**src/rtl/zx48_pkg.sv**
```systemverilog
// Shared PS/2 definitions: prefix bytes, frame FSM states, decoded event layout
// and the frame acceptance check.
package zx48_pkg;

  localparam logic [7:0] PS2_PREFIX_EXT = 8'hE0;
  localparam logic [7:0] PS2_PREFIX_BRK = 8'hF0;

  typedef enum logic [1:0] {
    ST_IDLE   = 2'd0,
    ST_DATA   = 2'd1,
    ST_PARITY = 2'd2,
    ST_STOP   = 2'd3
  } ps2_state_e;

  typedef struct packed {
    logic       extended;
    logic       released;
    logic [7:0] code;
  } ps2_event_t;

  // Odd parity over data plus parity bit, and a high stop bit.
  function automatic logic frame_ok(input logic [7:0] data, input logic parity,
                                    input logic stop);
    return (^{data, parity}) & stop;
  endfunction

endpackage

```
**src/rtl/ps2_fifo.sv**
```systemverilog
// Event queue for the PS/2 receiver. DEPTH=1 behaves as a single holding
// register; larger depths form a circular buffer with wrapping pointers.
module ps2_fifo
  import zx48_pkg::*;
#(
  parameter int DEPTH = 8
) (
  input  logic       clk_i,
  input  logic       rst_ni,
  input  logic       ce_i,
  input  logic       push_i,
  input  ps2_event_t data_i,
  input  logic       pop_i,
  output ps2_event_t data_o,
  output logic       full_o,
  output logic       empty_o,
  output logic       overflow_o
);

  localparam int PW = (DEPTH > 1) ? $clog2(DEPTH) : 1;
  localparam int CW = $clog2(DEPTH + 1);

  ps2_event_t    mem_q [2**PW];
  logic [PW-1:0] wr_ptr_q;
  logic [PW-1:0] rd_ptr_q;
  logic [CW-1:0] count_q;
  logic          overflow_q;
  logic          pop_ok;
  logic          push_ok;

  function automatic logic [PW-1:0] next_ptr(input logic [PW-1:0] p);
    return (p == PW'(DEPTH - 1)) ? '0 : p + 1'b1;
  endfunction

  assign empty_o    = (count_q == '0);
  assign full_o     = (count_q == CW'(DEPTH));
  assign overflow_o = overflow_q;
  assign data_o     = empty_o ? '0 : mem_q[rd_ptr_q];

  // A pop on a full queue frees the slot the simultaneous push needs.
  assign pop_ok  = ce_i & pop_i & ~empty_o;
  assign push_ok = ce_i & push_i & (~full_o | pop_ok);

  always_ff @(posedge clk_i or negedge rst_ni) begin
    if (!rst_ni) begin
      wr_ptr_q   <= '0;
      rd_ptr_q   <= '0;
      count_q    <= '0;
      overflow_q <= 1'b0;
    end else begin
      if (push_ok) wr_ptr_q <= next_ptr(wr_ptr_q);
      if (pop_ok)  rd_ptr_q <= next_ptr(rd_ptr_q);
      unique case ({push_ok, pop_ok})
        2'b10:   count_q <= count_q + 1'b1;
        2'b01:   count_q <= count_q - 1'b1;
        default: ;
      endcase
      if (ce_i && push_i && !push_ok) overflow_q <= 1'b1;
    end
  end

  always_ff @(posedge clk_i) begin
    if (push_ok) mem_q[wr_ptr_q] <= data_i;
  end

endmodule

```
**src/rtl/ps2_receiver.sv**
```systemverilog
// PS/2 keyboard receiver: synchronise, deglitch, deframe, fold E0/F0 prefixes
// into queued events. Define PS2_FIFO_EN for an 8-deep queue (default: 1 entry).
module ps2_receiver
  import zx48_pkg::*;
#(
  parameter int TIMEOUT = 700,
  parameter int FILTER  = 8
) (
  input  logic       clock,
  input  logic       reset,
  input  logic       ce,
  input  logic [1:0] ps2,
  output logic       valid,
  input  logic       ack,
  output logic [7:0] code,
  output logic       extended,
  output logic       released,
  output logic       error,
  output logic       overflow,
  output logic [1:0] state_dbg
);

`ifdef PS2_FIFO_EN
  localparam int QDEPTH = 8;
`else
  localparam int QDEPTH = 1;
`endif

  localparam int FW = (FILTER > 1) ? $clog2(FILTER) : 1;
  localparam int TW = $clog2(TIMEOUT + 1);

  logic [1:0]    clk_sync_q;
  logic [1:0]    dat_sync_q;
  logic          clk_filt_q;
  logic [FW-1:0] filt_cnt_q;
  logic          fall_q;
  logic          bit_q;

  // The filtered clock only moves after FILTER consecutive samples disagree with
  // it; the data bit is captured in the same tick the falling level is accepted.
  always_ff @(posedge clock or negedge reset) begin
    if (!reset) begin
      clk_sync_q <= 2'b11;
      dat_sync_q <= 2'b11;
      clk_filt_q <= 1'b1;
      filt_cnt_q <= '0;
      fall_q     <= 1'b0;
      bit_q      <= 1'b1;
    end else if (ce) begin
      clk_sync_q <= {clk_sync_q[0], ps2[1]};
      dat_sync_q <= {dat_sync_q[0], ps2[0]};
      fall_q     <= 1'b0;
      if (clk_sync_q[1] == clk_filt_q) begin
        filt_cnt_q <= '0;
      end else if (filt_cnt_q == FW'(FILTER - 1)) begin
        clk_filt_q <= clk_sync_q[1];
        filt_cnt_q <= '0;
        fall_q     <= ~clk_sync_q[1];
        bit_q      <= dat_sync_q[1];
      end else begin
        filt_cnt_q <= filt_cnt_q + 1'b1;
      end
    end
  end

  ps2_state_e    state_q;
  logic [2:0]    bit_cnt_q;
  logic [7:0]    shift_q;
  logic          parity_q;
  logic [TW-1:0] tmo_q;
  logic          ext_q;
  logic          rel_q;
  logic          push_q;
  ps2_event_t    push_ev_q;
  logic          error_q;

  always_ff @(posedge clock or negedge reset) begin
    if (!reset) begin
      state_q   <= ST_IDLE;
      bit_cnt_q <= '0;
      shift_q   <= '0;
      parity_q  <= 1'b0;
      tmo_q     <= '0;
      ext_q     <= 1'b0;
      rel_q     <= 1'b0;
      push_q    <= 1'b0;
      push_ev_q <= '0;
      error_q   <= 1'b0;
    end else if (ce) begin
      push_q  <= 1'b0;
      error_q <= 1'b0;
      if (state_q == ST_IDLE || fall_q) tmo_q <= '0;
      else                              tmo_q <= tmo_q + 1'b1;

      if (state_q != ST_IDLE && !fall_q && tmo_q == TW'(TIMEOUT - 1)) begin
        state_q <= ST_IDLE;
        error_q <= 1'b1;
        ext_q   <= 1'b0;
        rel_q   <= 1'b0;
        tmo_q   <= '0;
      end else if (fall_q) begin
        unique case (state_q)
          ST_IDLE: begin
            if (!bit_q) begin
              state_q   <= ST_DATA;
              bit_cnt_q <= '0;
            end
          end
          ST_DATA: begin
            shift_q   <= {bit_q, shift_q[7:1]};
            bit_cnt_q <= bit_cnt_q + 1'b1;
            if (bit_cnt_q == 3'd7) state_q <= ST_PARITY;
          end
          ST_PARITY: begin
            parity_q <= bit_q;
            state_q  <= ST_STOP;
          end
          ST_STOP: begin
            state_q <= ST_IDLE;
            if (!frame_ok(shift_q, parity_q, bit_q)) begin
              error_q <= 1'b1;
            end else if (shift_q == PS2_PREFIX_EXT) begin
              ext_q <= 1'b1;
            end else if (shift_q == PS2_PREFIX_BRK) begin
              rel_q <= 1'b1;
            end else begin
              push_q    <= 1'b1;
              push_ev_q <= '{extended: ext_q, released: rel_q, code: shift_q};
              ext_q     <= 1'b0;
              rel_q     <= 1'b0;
            end
          end
          default: state_q <= ST_IDLE;
        endcase
      end
    end
  end

  // Consumer handshake: valid holds the head event steady until a ce tick with
  // ack=1 pops it; ack while valid=0 has no effect.
  ps2_event_t head;
  logic       q_full;
  logic       q_empty;

  ps2_fifo #(
    .DEPTH(QDEPTH)
  ) u_fifo (
    .clk_i      (clock),
    .rst_ni     (reset),
    .ce_i       (ce),
    .push_i     (push_q),
    .data_i     (push_ev_q),
    .pop_i      (ack),
    .data_o     (head),
    .full_o     (q_full),
    .empty_o    (q_empty),
    .overflow_o (overflow)
  );

  assign valid     = ~q_empty;
  assign code      = head.code;
  assign extended  = head.extended;
  assign released  = head.released;
  assign error     = error_q;
  assign state_dbg = state_q;

endmodule

```
**config.mk**
```make
export PLATFORM = sky130hd
export DESIGN_NAME = ps2_receiver
export DESIGN_NICKNAME = d
export VERILOG_FILES = /design/src/rtl/zx48_pkg.sv /design/src/rtl/ps2_fifo.sv /design/src/rtl/ps2_receiver.sv
export SDC_FILE = /design/constraint.sdc
export NUM_CORES = 1
export LEC_CHECK = 0
export BUFFER_PORTS_ARGS = -buffer_cell sky130_fd_sc_hd__buf_4
export CAP_MARGIN = 20
export CORE_UTILIZATION = 60
export DETAILED_ROUTE_END_ITERATION = 10
export GPL_ROUTABILITY_DRIVEN = 0
export PLACE_DENSITY = 0.79
export SYNTH_ARGS = -nofsm -noshare
export SYNTH_HDL_FRONTEND = slang
export SYNTH_SLANG_ARGS = --single-unit
```
**constraint.sdc**
```tcl
create_clock -name clock -period 5.8 [get_ports clock]
set_input_delay 0.87 -clock clock [delete_from_list [all_inputs] [get_ports clock]]
set_output_delay 0.87 -clock clock [all_outputs]
set_load 0.03 [all_outputs]
```
# Yosys cells after proc, flatten, opt, wreduce, memory -nomap -nowiden
# Memories as Yosys holds them, arrays and structs flattened.
# Cells that the tools add are included.
[word_totals] regBits=52 latch_bits=0 mem_bits_rw=20 romBits=0 in_bits=6 output_inout_bits=15 elab_cells=122 mem_count=1
[memory_table] name="u_fifo.mem_q" words=2 width=10 read_ports=1 rd_ports_with_merged_regs=0 wr=1 line_no="ps2_fifo.sv:23" text="ps2_event_t mem_q [2**PW];"
[classes] addsub=7 multipliers=0 div_mod_pow=0 magnitude_cmp=0 n_eq_ne=16 n_shift=0 mux=41 n_bitwise=12 reduce_logical=23
[op_table] operator="10-bit 2-to-1 mux" count=3
[op_table] operator="1-bit 2-to-1 mux" count=28
[op_table] operator="8-bit equality test (second input constant)" count=2
[op_table] operator="5-bit AND reduction" count=3
[op_table] operator="4-bit AND reduction" count=3
[op_table] operator="2-bit nonzero test" count=6
[op_table] operator="10-bit by 1-bit adder with 10-bit output (second input constant)" count=1
[op_table] operator="10-bit equality test (second input constant)" count=1
[op_table] operator="3-bit 2-to-1 mux" count=3
[op_table] operator="9-bit parity" count=1
[op_table] operator="2-bit 2-to-1 mux" count=4
[op_table] operator="2-bit one-hot mux with 4 select lines" count=1
[op_table] operator="7-bit AND reduction" count=1
[op_table] operator="3-bit by 1-bit adder with 3-bit output (second input constant)" count=2
[op_table] operator="2-bit equality test (second input constant)" count=3
[op_table] operator="3-bit equality test (second input constant)" count=2
[op_table] operator="3-bit != test (second input constant)" count=2
[op_table] operator="1-bit NOT" count=6
[op_table] operator="3-bit one-hot mux with 2 select lines" count=1
[op_table] operator="1-bit bitwise AND" count=5
[op_table] operator="2-bit by 1-bit equality test with 1-bit output (second input constant)" count=2
[op_table] operator="1-bit logical AND" count=4
[op_table] operator="2-bit != test (second input constant)" count=2
[op_table] operator="1-bit adder (second input constant)" count=3
[op_table] operator="9 further kinds" count=10

# Longest topological paths before layout
[logic_depth] depth_word=7 mapped_depth=9 ltp_nobuf=8

# Cells and area by module
# From an unflattened synthesis, not the netlist that was laid out.
[hier_totals] hier_cells=259 hier_area_um2=2902.8
[modules_own_cells] mod="ps2_receiver" n_inst=1 cells_per_inst=229 area_per_inst_um2=2427.3
[modules_own_cells] mod="ps2_fifo" n_inst=1 cells_per_inst=30 area_per_inst_um2=475.5

# Least setup slack after synthesis
# OpenSTA, ideal clock, no wires.
[synth_timing] path_type="input -> register" start="in ce" end="mem u_fifo.mem_q[0][0] (netlist bit), enable pin" arrival_ps=2235 required_time_ps=5410 slack_ps=3175 stages=3 path_buffers=1 path_cell_list="clkbuf_1 > clkinv_1 > nor3_1"
[synth_via] elab_chain_cells=6 elab_cells_between_ends=7 cone_classes="2 x mux; 5 x bitwise"
[synth_rtl] element="from (decl)" line_no="ps2_receiver.sv:11" text="input logic ce,"
[synth_rtl] element="1-bit bitwise AND (2 in series)" line_no="ps2_fifo.sv:41" text="assign pop_ok = ce_i & pop_i & ~empty_o;"
[synth_rtl] element="1-bit bitwise OR" line_no="ps2_fifo.sv:42" text="assign push_ok = ce_i & push_i & (~full_o | pop_ok);"
[synth_rtl] element="1-bit bitwise AND *" line_no="ps2_fifo.sv:42"
[synth_rtl] element="via u_fifo.push_ok" line_no="ps2_fifo.sv:29" text="logic push_ok;"
[synth_rtl] element="1-bit 2-to-1 mux *" line_no="ps2_fifo.sv:63" text="if (push_ok) mem_q[wr_ptr_q] <= data_i;"
[synth_rtl] element="1-bit 2-to-1 mux (implied by the code) *" line_no="ps2_fifo.sv:63"
[synth_rtl] element="to (decl)" line_no="ps2_fifo.sv:23"
# The timed path passes the listed nets; every way through them passes the cells marked *.

# Final worst setup path
[layout_timing] start="reg state_q[0], in the netlist state_dbg[0]" end="reg tmo_q[4]"
[layout_via] elab_chain_cells=4 elab_cells_between_ends=7 cone_classes="2 x mux; 5 x reduce/logical"
[layout_rtl] element="from (decl)" line_no="ps2_receiver.sv:66" text="ps2_state_e state_q;"
[layout_rtl] element="from (signal assigned)" line_no="ps2_receiver.sv:79" text="state_q <= ST_IDLE;"
[layout_rtl] element="from (signal assigned)" line_no="ps2_receiver.sv:96" text="state_q <= ST_IDLE;"
[layout_rtl] element="from (signal assigned)" line_no="ps2_receiver.sv:105" text="state_q <= ST_DATA;"
[layout_rtl] element="2-bit zero test or 2-bit nonzero test (tied branches)" line_no="ps2_receiver.sv:92, ps2_receiver.sv:95"
[layout_rtl] element="1-bit logical OR or 1-bit logical AND (tied branches)" line_no="ps2_receiver.sv:92, ps2_receiver.sv:95"
[layout_rtl] element="10-bit 2-to-1 mux or 1-bit logical AND (tied branches)" line_no="ps2_receiver.sv:92, ps2_receiver.sv:95"
[layout_rtl] element="10-bit 2-to-1 mux *" line_no="ps2_receiver.sv:95" text="if (state_q != ST_IDLE && !fall_q && tmo_q == TW'(TIMEOUT - 1)) begin"
[layout_rtl] element="to (signal assigned)" line_no="ps2_receiver.sv:93" text="else tmo_q <= tmo_q + 1'b1;"
[layout_rtl] element="to (decl)" line_no="ps2_receiver.sv:70" text="logic [TW-1:0] tmo_q;"
# Mark *: on every way between the ends. The rest lies on a longest branch, timed or not.
# A chain may end at the register's enable or synchronous reset.

==> results.cfg <==
[route]
routed_wl_mm = 4.822
top_layer = met4
wl_met1_mm = 2.330
dr.first_iter.drc_count = 175
num_vias = 1916
wl_met3_um = 177
viasPerCell = 5.702
wl_per_cell_um = 14.35
dr.pass1.iters = 7
ant_nets = 0
dr_wl_met2_mm = 2.227
route.detailed.drc = 2

[power]
p_leak_uw = 0.001552
clkPwrFrac = 0.453
p_int_uw = 709.4
p_sw_uw = 185.3
p_seq_frac = 0.503
powerDensity_nw_per_um2 = 273.3
swShare = 0.2071
combPwrFrac = 0.044
peakVddDrop_mv = 0.2046

[timing]
hold_viol_final = 0
fin_crit_ns = 2.541
fin_crit_sh = 0.4381
setup_tns_ns = 0
setup_violations = 0
grt_setup_unrepaired = no
worst_slew_pin_slew_ns = 0.6061
clock.fmax_mhz = 393.6
slew_headroom = 0.5960
skew_ns = 0.004371
drv_slew = 0

[synth]
synth_common_cells = 44 x dfrtp_1, 41 x nand2_1, 19 x o21ai_0, 14 x mux2_2, 13 x and2_1
yosysSeqAreaShare = 0.5417
synth_top_area_cell = dfrtp_1
synth_area_leaders = dfrtp_1 38%, edfxtp_1 10%, dfstp_2 5.5%
netlist_area_um2 = 2878
synth.net_count = 273
ys.flop_type = dfrtp_1
synth_cell_types = 40
ys_ff_latch = 60
ys.warnings.count = 0
async_reset_ff_frac = 0.8333
synthCells = 258
synth_edf_count = 10
yosysMostFrequentCell = dfrtp_1
avgSynthCellArea_um2 = 11.15
synth_top_area_frac = 0.3826

[floorplanning]
die_h_um = 71.26
rows = 24
die_area_um2 = 5077
start_util = 0.6432
core_area_um2 = 4474
die_x_um = 71.26
ioPinCount = 21

[worst_setup_path]
critPathCapture = tmo_q[4]$_DFFE_PN0P_
startpoint = state_dbg[0]$_DFFE_PN0P_
arrival_ns = 2.74
path_class = flip-flop to flip-flop
path_cells = inv_1, ha_1, nor2_1, nand4_1, nand3_1, o21ai_0, nand2_1, o31ai_1
crit_path_end_kind = flip-flop
critPathLaunchType = flip-flop
crit_cells = 8
ff2ff_setup_slack_ns = 3.26
crit_family = simple AND/OR/NAND/NOR gates
cp.required_ns = 6.00
crit_slowest_cell = nand3_1
cp_slowest_stage_delay_ns = 0.48
worst-path-buf-inv = 1
reg2reg_to = tmo_q[4]$_DFFE_PN0P_
critPathMaxFanout = 13
rr_worst_depth = 8
r2r_start = state_dbg[0]$_DFFE_PN0P_

[layout]
diodes = 0
drive_above_1_share = 0.2218
regArea_um2 = 1559
final_nets = 294
stdcell_count = 336
fillers = 315
area_delta_synth_final_pct = 13.78
multi_input_area_um2 = 1242

[job]
cap_violations = 0

[grt]
grt_max_degree = 51
antenna_found_initial = 0
grt_usage = 0.2262
grt_overflow = 0
grt_pass1_wl_mm = 8.597
first_global_vias = 1847

[clock_network]
clock_latency_ns = 0.34
clk_pin_slew_ns = 0.06
htreeDepth = 3
cts_sinks = 60
clock-root-buffer = clkbuf_8
cts_buffer_depth = 2
hold_buffers = 0
ctsResizeCount = 0
numCtsBuffers = 9
cts_tree = built
cts_setup_buffers = 0

[placed_design]
dp_cells = 319
post-dp-hpwl_mm = 3.192
port_buffers = 20

[status]
outcome = complete, but fails checks
violations = design-rule violations

[hold_path]
hp-class = flip-flop to flip-flop
-- worst register-to-register path, delay by kind of cell (launching register included) --
kind                       cells  cell delay [ns]
buffers and inverters          1             0.08
AOI/OAI and AO/OA              2             0.28
adders and majority gates      1             0.29
DFF                            1             0.42
and+or+nand+nor                4             1.34
-- registers in the layout, summed over array words and instances (netlist names), 2 cells and up --
register	cells
clk_sync_q	2
shift_q	8
bit_cnt_q	3
u_fifo.mem_q	10
push_ev_q	10
filt_cnt_q	3
dat_sync_q	2
state_dbg	2
tmo_q	10
-- metal layers --
| layer | vias up | GRT usage |
|---|---|---|
| met4 | 0 | 0.1000 |
| li1 | 952 | - |
| met5 | - | 0 |
| met2 | 39 | 0.3418 |
| met3 | 10 | 0.06470 |
| met1 | 915 | 0.3084 |
-- kinds of logic after synthesis --
family,after synthesis,synth area share
compound gates,41,0.09957
xor+xnor,13,0.04478
fa+ha+maj,9,0.03913
buf+inv,20,0.02652
flops,60,0.5417
mux,18,0.06870
simple gates,97,0.1796
-- cell usage in the layout, fill, tap and decap left out, types with 4 or more instances in the layout --
| master | synthesis | layout |
|---|---|---|
| nor2_1 | 8 | 8 |
| a32o_1 | 4 | 4 |
| o2bb2ai_1 | 5 | 5 |
| dfrtp_1 | 44 | 44 |
| inv_1 | 8 | 8 |
| mux2i_1 | 4 | 4 |
| and2_1 | 13 | 13 |
| xor2_1 | 5 | 5 |
| nand2_1 | 41 | 41 |
| ha_1 | 9 | 9 |
| clkbuf_8 | 0 | 10 |
| xnor2_1 | 7 | 7 |
| mux2_2 | 14 | 14 |
| edfxtp_1 | 10 | 10 |
| and3_1 | 5 | 5 |
| o21ai_0 | 19 | 19 |
| nand3_1 | 9 | 9 |
| nand4_1 | 4 | 4 |
| dfstp_2 | 6 | 6 |
| buf_4 | 0 | 20 |
-- how the worst min path moves through the flow --
stage,startpoint,end,slack (ns),depth (start not counted)
final,push_ev_q[5]$_DFFE_PN0P_,u_fifo.mem_q[0][5]$_DFFE_PP_,0.44,0
after global routing,push_ev_q[2]$_DFFE_PN0P_,u_fifo.mem_q[0][2]$_DFFE_PP_,0.46,0
after CTS,push_ev_q[5]$_DFFE_PN0P_,u_fifo.mem_q[0][5]$_DFFE_PP_,0.45,0
after detailed placement,push_ev_q[5]$_DFFE_PN0P_,u_fifo.mem_q[0][5]$_DFFE_PP_,0.43,0
after global placement,push_ev_q[3]$_DFFE_PN0P_,u_fifo.mem_q[0][3]$_DFFE_PP_,0.43,0
after floorplan,push_ev_q[2]$_DFFE_PN0P_,u_fifo.mem_q[0][2]$_DFFE_PP_,0.42,0
-- final cells by class --
cell class              instances  area share
flip-flops and latches         60      0.4761
multi-input cells             178      0.3794
repair buffers                 21     0.04815
clock buffers                  11     0.04318
clock inverters                 5     0.02293
well taps                      52     0.01987
inverters                       9     0.01032
-- power groups by stage --
stage | combinational (µW) | sequential [µW] | clock (µW)
after detailed placement | 39.7 | 458 | 0
after floorplan | 24.3 | 457 | 0
final | 39.0 | 450 | 405
after global placement | 39.4 | 458 | 0
after CTS | 40.1 | 450 | 414
after global routing | 46.6 | 452 | 430
-- per-stage QoR --
| stage | util | setup WS, ns | hold slack [ns] | total power, µW | cell area [µm²] |
|---|---|---|---|---|---|
| floorplan | - | 3.175 | 0.4168 | 481.4 | 2878 |
| global placement | 0.6818 | 2.972 | 0.4308 | 496.9 | 3050 |
| detailed placement | 0.6818 | 2.842 | 0.4302 | 498.0 | 3050 |
| CTS | 0.7301 | 3.189 | 0.4453 | 904.3 | 3267 |
| global route | 0.7318 | 3.054 | 0.4645 | 928.6 | 3274 |
| finish | 0.7318 | 3.259 | 0.4439 | 894.8 | 3274 |
(Power assumes the default switching activity.)
